`src/rtl/rv32i_stage_ctrl.sv`:
```
// Stage controller for the unpipelined RV32I core: sequences FETCH..WRITEBACK with ack handshakes,
// stall/trap abort, optional MEMORYACCESS bypass, ALU operand muxing and a retired-instruction count.
`ifndef OPCODE_WIDTH
`define OPCODE_WIDTH  11
`define OPCODE_RTYPE  0
`define OPCODE_ITYPE  1
`define OPCODE_LOAD   2
`define OPCODE_STORE  3
`define OPCODE_BRANCH 4
`define OPCODE_JAL    5
`define OPCODE_JALR   6
`define OPCODE_LUI    7
`define OPCODE_AUIPC  8
`define OPCODE_SYSTEM 9
`define OPCODE_FENCE  10
`endif

module rv32i_stage_ctrl #(
   parameter int XLEN      = 32,
   parameter int FAST_PATH = 1,
   parameter int RET_W     = 32
) (
   input  logic                     i_clk,
   input  logic                     i_rst_n,
   input  logic [XLEN-1:0]          i_inst,
   input  logic                     i_imem_ack,
   input  logic                     i_dmem_ack,
   input  logic                     i_stall,
   input  logic                     i_trap,
   input  logic [XLEN-1:0]          i_pc,
   input  logic [XLEN-1:0]          i_rs1_data,
   input  logic [XLEN-1:0]          i_rs2_data,
   input  logic [XLEN-1:0]          i_imm,
   input  logic [`OPCODE_WIDTH-1:0] i_opcode,
   output logic [XLEN-1:0]          o_inst_q,
   output logic [2:0]               o_stage_q,
   output logic [XLEN-1:0]          o_op1,
   output logic [XLEN-1:0]          o_op2,
   output logic                     o_imem_req,
   output logic                     o_dmem_req,
   output logic                     o_alu_stage_en,
   output logic                     o_memoryaccess_stage_en,
   output logic                     o_writeback_stage_en,
   output logic                     o_trap_taken,
   output logic [RET_W-1:0]         o_retired
);

   localparam logic [2:0] FETCH        = 3'd0;
   localparam logic [2:0] DECODE       = 3'd1;
   localparam logic [2:0] EXECUTE      = 3'd2;
   localparam logic [2:0] MEMORYACCESS = 3'd3;
   localparam logic [2:0] WRITEBACK    = 3'd4;

   logic [2:0]       stage;
   logic [2:0]       stage_nxt;
   logic [XLEN-1:0]  inst_q;
   logic [RET_W-1:0] retired;

   logic is_load;
   logic is_store;
   logic is_mem;
   logic is_rtype;
   logic is_branch;
   logic is_jal;
   logic is_auipc;
   logic unused_opcode;

   assign is_load   = i_opcode[`OPCODE_LOAD];
   assign is_store  = i_opcode[`OPCODE_STORE];
   assign is_mem    = is_load | is_store;
   assign is_rtype  = i_opcode[`OPCODE_RTYPE];
   assign is_branch = i_opcode[`OPCODE_BRANCH];
   assign is_jal    = i_opcode[`OPCODE_JAL];
   assign is_auipc  = i_opcode[`OPCODE_AUIPC];
   assign unused_opcode = ^{i_opcode[`OPCODE_ITYPE], i_opcode[`OPCODE_JALR], i_opcode[`OPCODE_LUI],
                            i_opcode[`OPCODE_SYSTEM], i_opcode[`OPCODE_FENCE]};

   always_ff @(posedge i_clk or negedge i_rst_n) begin
      if (!i_rst_n) begin
         stage <= FETCH;
      end else begin
         stage <= stage_nxt;
      end
   end

   // Trap outranks stall in every stage except FETCH, where both are ignored.
   always_comb begin
      stage_nxt = stage;
      case (stage)
         FETCH: begin
            if (i_imem_ack) stage_nxt = DECODE;
         end
         DECODE: begin
            if (i_trap)        stage_nxt = FETCH;
            else if (!i_stall) stage_nxt = EXECUTE;
         end
         EXECUTE: begin
            if (i_trap)                                stage_nxt = FETCH;
            else if (!i_stall && (is_mem || FAST_PATH == 0)) stage_nxt = MEMORYACCESS;
            else if (!i_stall)                         stage_nxt = WRITEBACK;
         end
         MEMORYACCESS: begin
            if (i_trap)                     stage_nxt = FETCH;
            else if (!is_mem || i_dmem_ack) stage_nxt = WRITEBACK;
         end
         WRITEBACK: begin
            if (i_trap || !i_stall) stage_nxt = FETCH;
         end
         default: stage_nxt = FETCH;
      endcase
   end

   always_comb begin
      o_imem_req              = 1'b0;
      o_dmem_req              = 1'b0;
      o_alu_stage_en          = 1'b0;
      o_memoryaccess_stage_en = 1'b0;
      o_writeback_stage_en    = 1'b0;
      o_op1                   = '0;
      o_op2                   = '0;
      o_trap_taken            = i_trap && (stage != FETCH);
      case (stage)
         FETCH: o_imem_req = 1'b1;
         EXECUTE: begin
            o_alu_stage_en = !i_stall && !i_trap;
            o_op1          = (is_jal || is_auipc) ? i_pc : i_rs1_data;
            o_op2          = (is_rtype || is_branch) ? i_rs2_data : i_imm;
         end
         MEMORYACCESS: begin
            o_memoryaccess_stage_en = 1'b1;
            o_dmem_req              = is_mem;
         end
         WRITEBACK: o_writeback_stage_en = !i_stall && !i_trap;
         default: ;
      endcase
   end

   // The instruction register survives a trap so the handler can inspect the faulting word.
   always_ff @(posedge i_clk or negedge i_rst_n) begin
      if (!i_rst_n) begin
         inst_q  <= '0;
         retired <= '0;
      end else begin
         if (stage == FETCH && i_imem_ack) inst_q <= i_inst;
         if (o_writeback_stage_en)         retired <= retired + RET_W'(1);
      end
   end

   assign o_stage_q = stage;
   assign o_inst_q  = inst_q;
   assign o_retired = retired;

endmodule

```
`config.mk`:
```
export PLATFORM = sky130hd
export DESIGN_NAME = rv32i_stage_ctrl
export DESIGN_NICKNAME = d
export VERILOG_FILES = /design/src/rtl/rv32i_stage_ctrl.sv
export SDC_FILE = /design/constraint.sdc
export NUM_CORES = 1
export LEC_CHECK = 0
export BUFFER_PORTS_ARGS = -buffer_cell sky130_fd_sc_hd__buf_4
export CAP_MARGIN = 20
export CORE_AREA = 2 2 123 125
export DETAILED_ROUTE_END_ITERATION = 16
export DIE_AREA = 0 0 125 127
export GPL_ROUTABILITY_DRIVEN = 0
export PLACE_DENSITY = 0.58
export SLEW_MARGIN = 20
export SYNTH_ARGS = -nofsm -noshare
export SYNTH_HDL_FRONTEND = slang
export SYNTH_SLANG_ARGS = --single-unit
export TNS_END_PERCENT = 30
```
`constraint.sdc`:
```
create_clock -name i_clk -period 1.9 [get_ports i_clk]
set_input_delay 0.475 -clock i_clk [delete_from_list [all_inputs] [get_ports i_clk]]
set_output_delay 0.475 -clock i_clk [all_outputs]
set_load 0.1 [all_outputs]
```
==> flow_metrics.env <==
export IMPL_status="finished with violations"
export IMPL_violations="setup timing"
export IMPL_cts_tree="yes"
export IMPL_grt_pass1_wl_um=25200
export IMPL_htreeDepth=3
export IMPL_synth_seq_cells=67
export IMPL_num_vias=4492
export IMPL_globalRouteOverflowTotal=0
export IMPL_ant_nets=0
export IMPL_clock_path_buffers=2
export IMPL_port_buffers=308
export IMPL_synth_xor_area_frac=0.0709
export IMPL_hpwlAfterDp_um=12500
export IMPL_antenna_found_initial=0
export IMPL_pin_count=314
export IMPL_grt_usage=0.196
export IMPL_setup_viol=69
export IMPL_drc=0
export IMPL_synth_simple_area_share=0.256
export IMPL_path_common_cell="buf_12"
export IMPL_crit_type="flop to output pin"
export IMPL_crit_path_end_kind="output pin"
export IMPL_synth_edf_count=0
export IMPL_drt_iter0_markers=204
export IMPL_clock_root_buffer="clkbuf_16"
export IMPL_synth_nets=628
export IMPL_synthToLayoutAreaGrowth_pct=123
export IMPL_drv_slew=0
export IMPL_post_cts_buffers=0
export IMPL_viasPerCell=4.69
export IMPL_clk_pin_slew_ns=0.05
export IMPL_crit_fanout=17
export IMPL_post_route_util=0.593
export IMPL_ys_flop_type="dfrtp_1"
export IMPL_floorplan_initialDensity=0.265
export IMPL_maxCapViolCount=0
export IMPL_rows=44
export IMPL_numCtsBuffers=9
export IMPL_num_antenna_cells=0
export IMPL_grt_pass1_vias=4797
export IMPL_hold_path_class="input pin to asynchronous set/reset pin"
export IMPL_synth_top_family_by_area="simple AND/OR/NAND/NOR gates"
export IMPL_wirelength_um=16000
export IMPL_worst_ep_required_time_ns=1.42
export IMPL_powerDensity_nw_per_um2=1260
export IMPL_synth_compound_area_frac=0.0987
export IMPL_cpMaxStageDelayCell="dfrtp_4"
export IMPL_synth_area_um2=3830
export IMPL_setup_worst_path_start_class="flop"
export IMPL_finalCritPeriodShare=1.14
export IMPL_cts_hold_buf=0
export IMPL_tightest_slew_ns=0.462
export IMPL_fin_skew_ns=0.00537
export IMPL_power_static_leakage_nw=3.74
export IMPL_dr_pass1_iters=6
export IMPL_fp_dieH_um=127
export IMPL_final_layout_size_suffix_gt1_frac=0.604
export IMPL_dieArea_um2=15900
export IMPL_die_x_um=125
export IMPL_grt_max_degree=36
export IMPL_nNetsFinal=947
export IMPL_slowest_delay_ns=0.48
export IMPL_finalHoldViolations=0
export IMPL_synth_seq_area_share=0.438
export IMPL_wl_per_cell_um=16.7
export IMPL_fin_ws_ns=-0.269
export IMPL_pre_cts_slack_ns=-0.0962
export IMPL_fmax_mhz=461
export IMPL_finalPower_mw=10.8
export IMPL_synthAdderAreaFrac=0.00327
export IMPL_min_period_ns=2.17
export IMPL_rsz0062_at_grt="true"
export IMPL_synth_mux_area_frac=0.0971
export IMPL_max_slew_margin=0.692
export IMPL_core_um2=14400
export IMPL_cts_sinks=67
export IMPL_clk_latency_ns=0.32
export IMPL_max_vdd_ir_drop_mv=1.73
export IMPL_avgSynthCellArea_um2=8.51
export IMPL_syn_inst=450
export IMPL_fill_cells=1203
export IMPL_place_area_um2=7410
export IMPL_synth_warnings=0
export IMPL_synth_async_reset_ratio=1.00
export IMPL_yosys_cell_types_count=35
export IMPL_arrival_ns=1.69
export IMPL_final_area_um2=8550
export IMPL_crit_chain="nor2b_4, nand2b_4, buf_12, a21oi_4, buf_12"
## flip-flops by register name, indices dropped and copies added (netlist names)
name,count
o_inst_q,32
o_stage_q,3
o_retired,32
## metrics by stage
step,hold slack (ns),instances,TNS (ns)
after floorplan,0.179,450,-63.58
after global placement,0.459,942,-4.58
after CTS,0.111,957,-18.72
after detailed placement,0.465,942,-5.01
final,0.107,957,-16.00
after global routing,0.139,957,-20.14
## critical path, delay by kind of cell, from the launching register on
family          cells  cell delay [ns]
compound gates      1             0.16
buf+inv             2             0.41
flops               1             0.48
simple gates        2             0.30
## path summary, 6_finish.rpt
path                         startpoint            end  slack [ns]  cells after the start
hold / removal                  i_rst_n  o_retired[24]        0.11                      1
setup / recovery           o_stage_q[2]      o_op1[28]       -0.27                      5
max in group asynchronous       i_rst_n   o_inst_q[20]        1.26                      2
hold reg to reg             o_inst_q[8]    o_inst_q[8]        0.48                      1
min in group i_clk            i_inst[8]    o_inst_q[8]        0.37                      2
setup reg to reg           o_stage_q[2]   o_inst_q[12]        0.09                      5
## kinds of logic after synthesis
| kind of cell | count (synthesis) |
|---|---|
| adders and majority gates | 1 |
| muxes | 33 |
| xor gates and xnor gates | 31 |
| AOI/OAI and AO/OA | 72 |
| and+or+nand+nor | 213 |
| buffers and inverters | 33 |
| DFF | 67 |
## synth_stat cells (2+ instances only)
master	n	area share
buf_2	5	0.0065
a211oi_1	2	0.0039
inv_1	3	0.0029
and3_1	3	0.0049
mux2_1	3	0.0088
and2_1	6	0.0098
nor3_1	5	0.0065
nor2b_1	3	0.0049
o21ai_0	2	0.0026
clkbuf_1	24	0.024
xor2_1	5	0.011
and4_1	4	0.0092
nor3b_1	2	0.0039
or2_2	3	0.0049
dfrtp_1	67	0.44
nand3_1	9	0.012
xnor2_1	26	0.059
nand2_1	143	0.14
nand2b_1	3	0.0049
nand4_1	14	0.023
mux2_2	30	0.088
nor2_1	12	0.012
a21oi_1	64	0.084
## layer usage
| metal | up-vias | GRT usage | part of all wire |
|---|---|---|---|
| met3 | 22 | 0.0515 | 0.081 |
| met2 | 204 | 0.347 | 0.51 |
| met1 | 2119 | 0.238 | 0.39 |
| met4 | 0 | 0.0510 | 0.021 |
| met5 | - | 0 | 0 |
| li1 | 2147 | - | - |
## cells in the final DEF, fill, tap and decap left out, drive strengths merged, types with 2 or more instances in the layout
cell / n
a211oi: 2
and4: 4
buf: 338
mux2: 33
or2: 3
nor4: 2
nor3b: 3
clkinv: 2
nand4: 14
nor3: 5
a21oi: 64
nand3: 9
dfrtp: 67
nor2: 12
and2: 6
inv: 3
clkbuf: 13
nand2: 143
o21ai: 2
xor2: 5
nor2b: 3
xnor2: 26
and3: 3
nand2b: 3
## power breakdown
part / internal (mW) / total [mW] / leakage (nW) / switching [mW]
Clock: 0.977 / 1.54 / 0.141 / 0.561
Sequential: 1.83 / 2.05 / 0.849 / 0.223
Combinational: 2.00 / 7.21 / 2.75 / 5.21
## area by class of cell
class | count | area, µm² | share of cell area
repair buffers | 338 | 3550 | 0.415
multi-input cells | 350 | 2790 | 0.327
flip-flops and latches | 67 | 1690 | 0.197
clock buffers | 13 | 270 | 0.0316
well taps | 184 | 230 | 0.0269
inverters | 3 | 11.3 | 0.00132
clock inverters | 2 | 10.0 | 0.00117
## repair_timing
action                                  CTS  global route
endpoints found under the setup margin   70            85
pin swaps                                 2             1
gates resized for setup                 206             1
cloned                                    0             0
(Power assumes the default switching activity.)
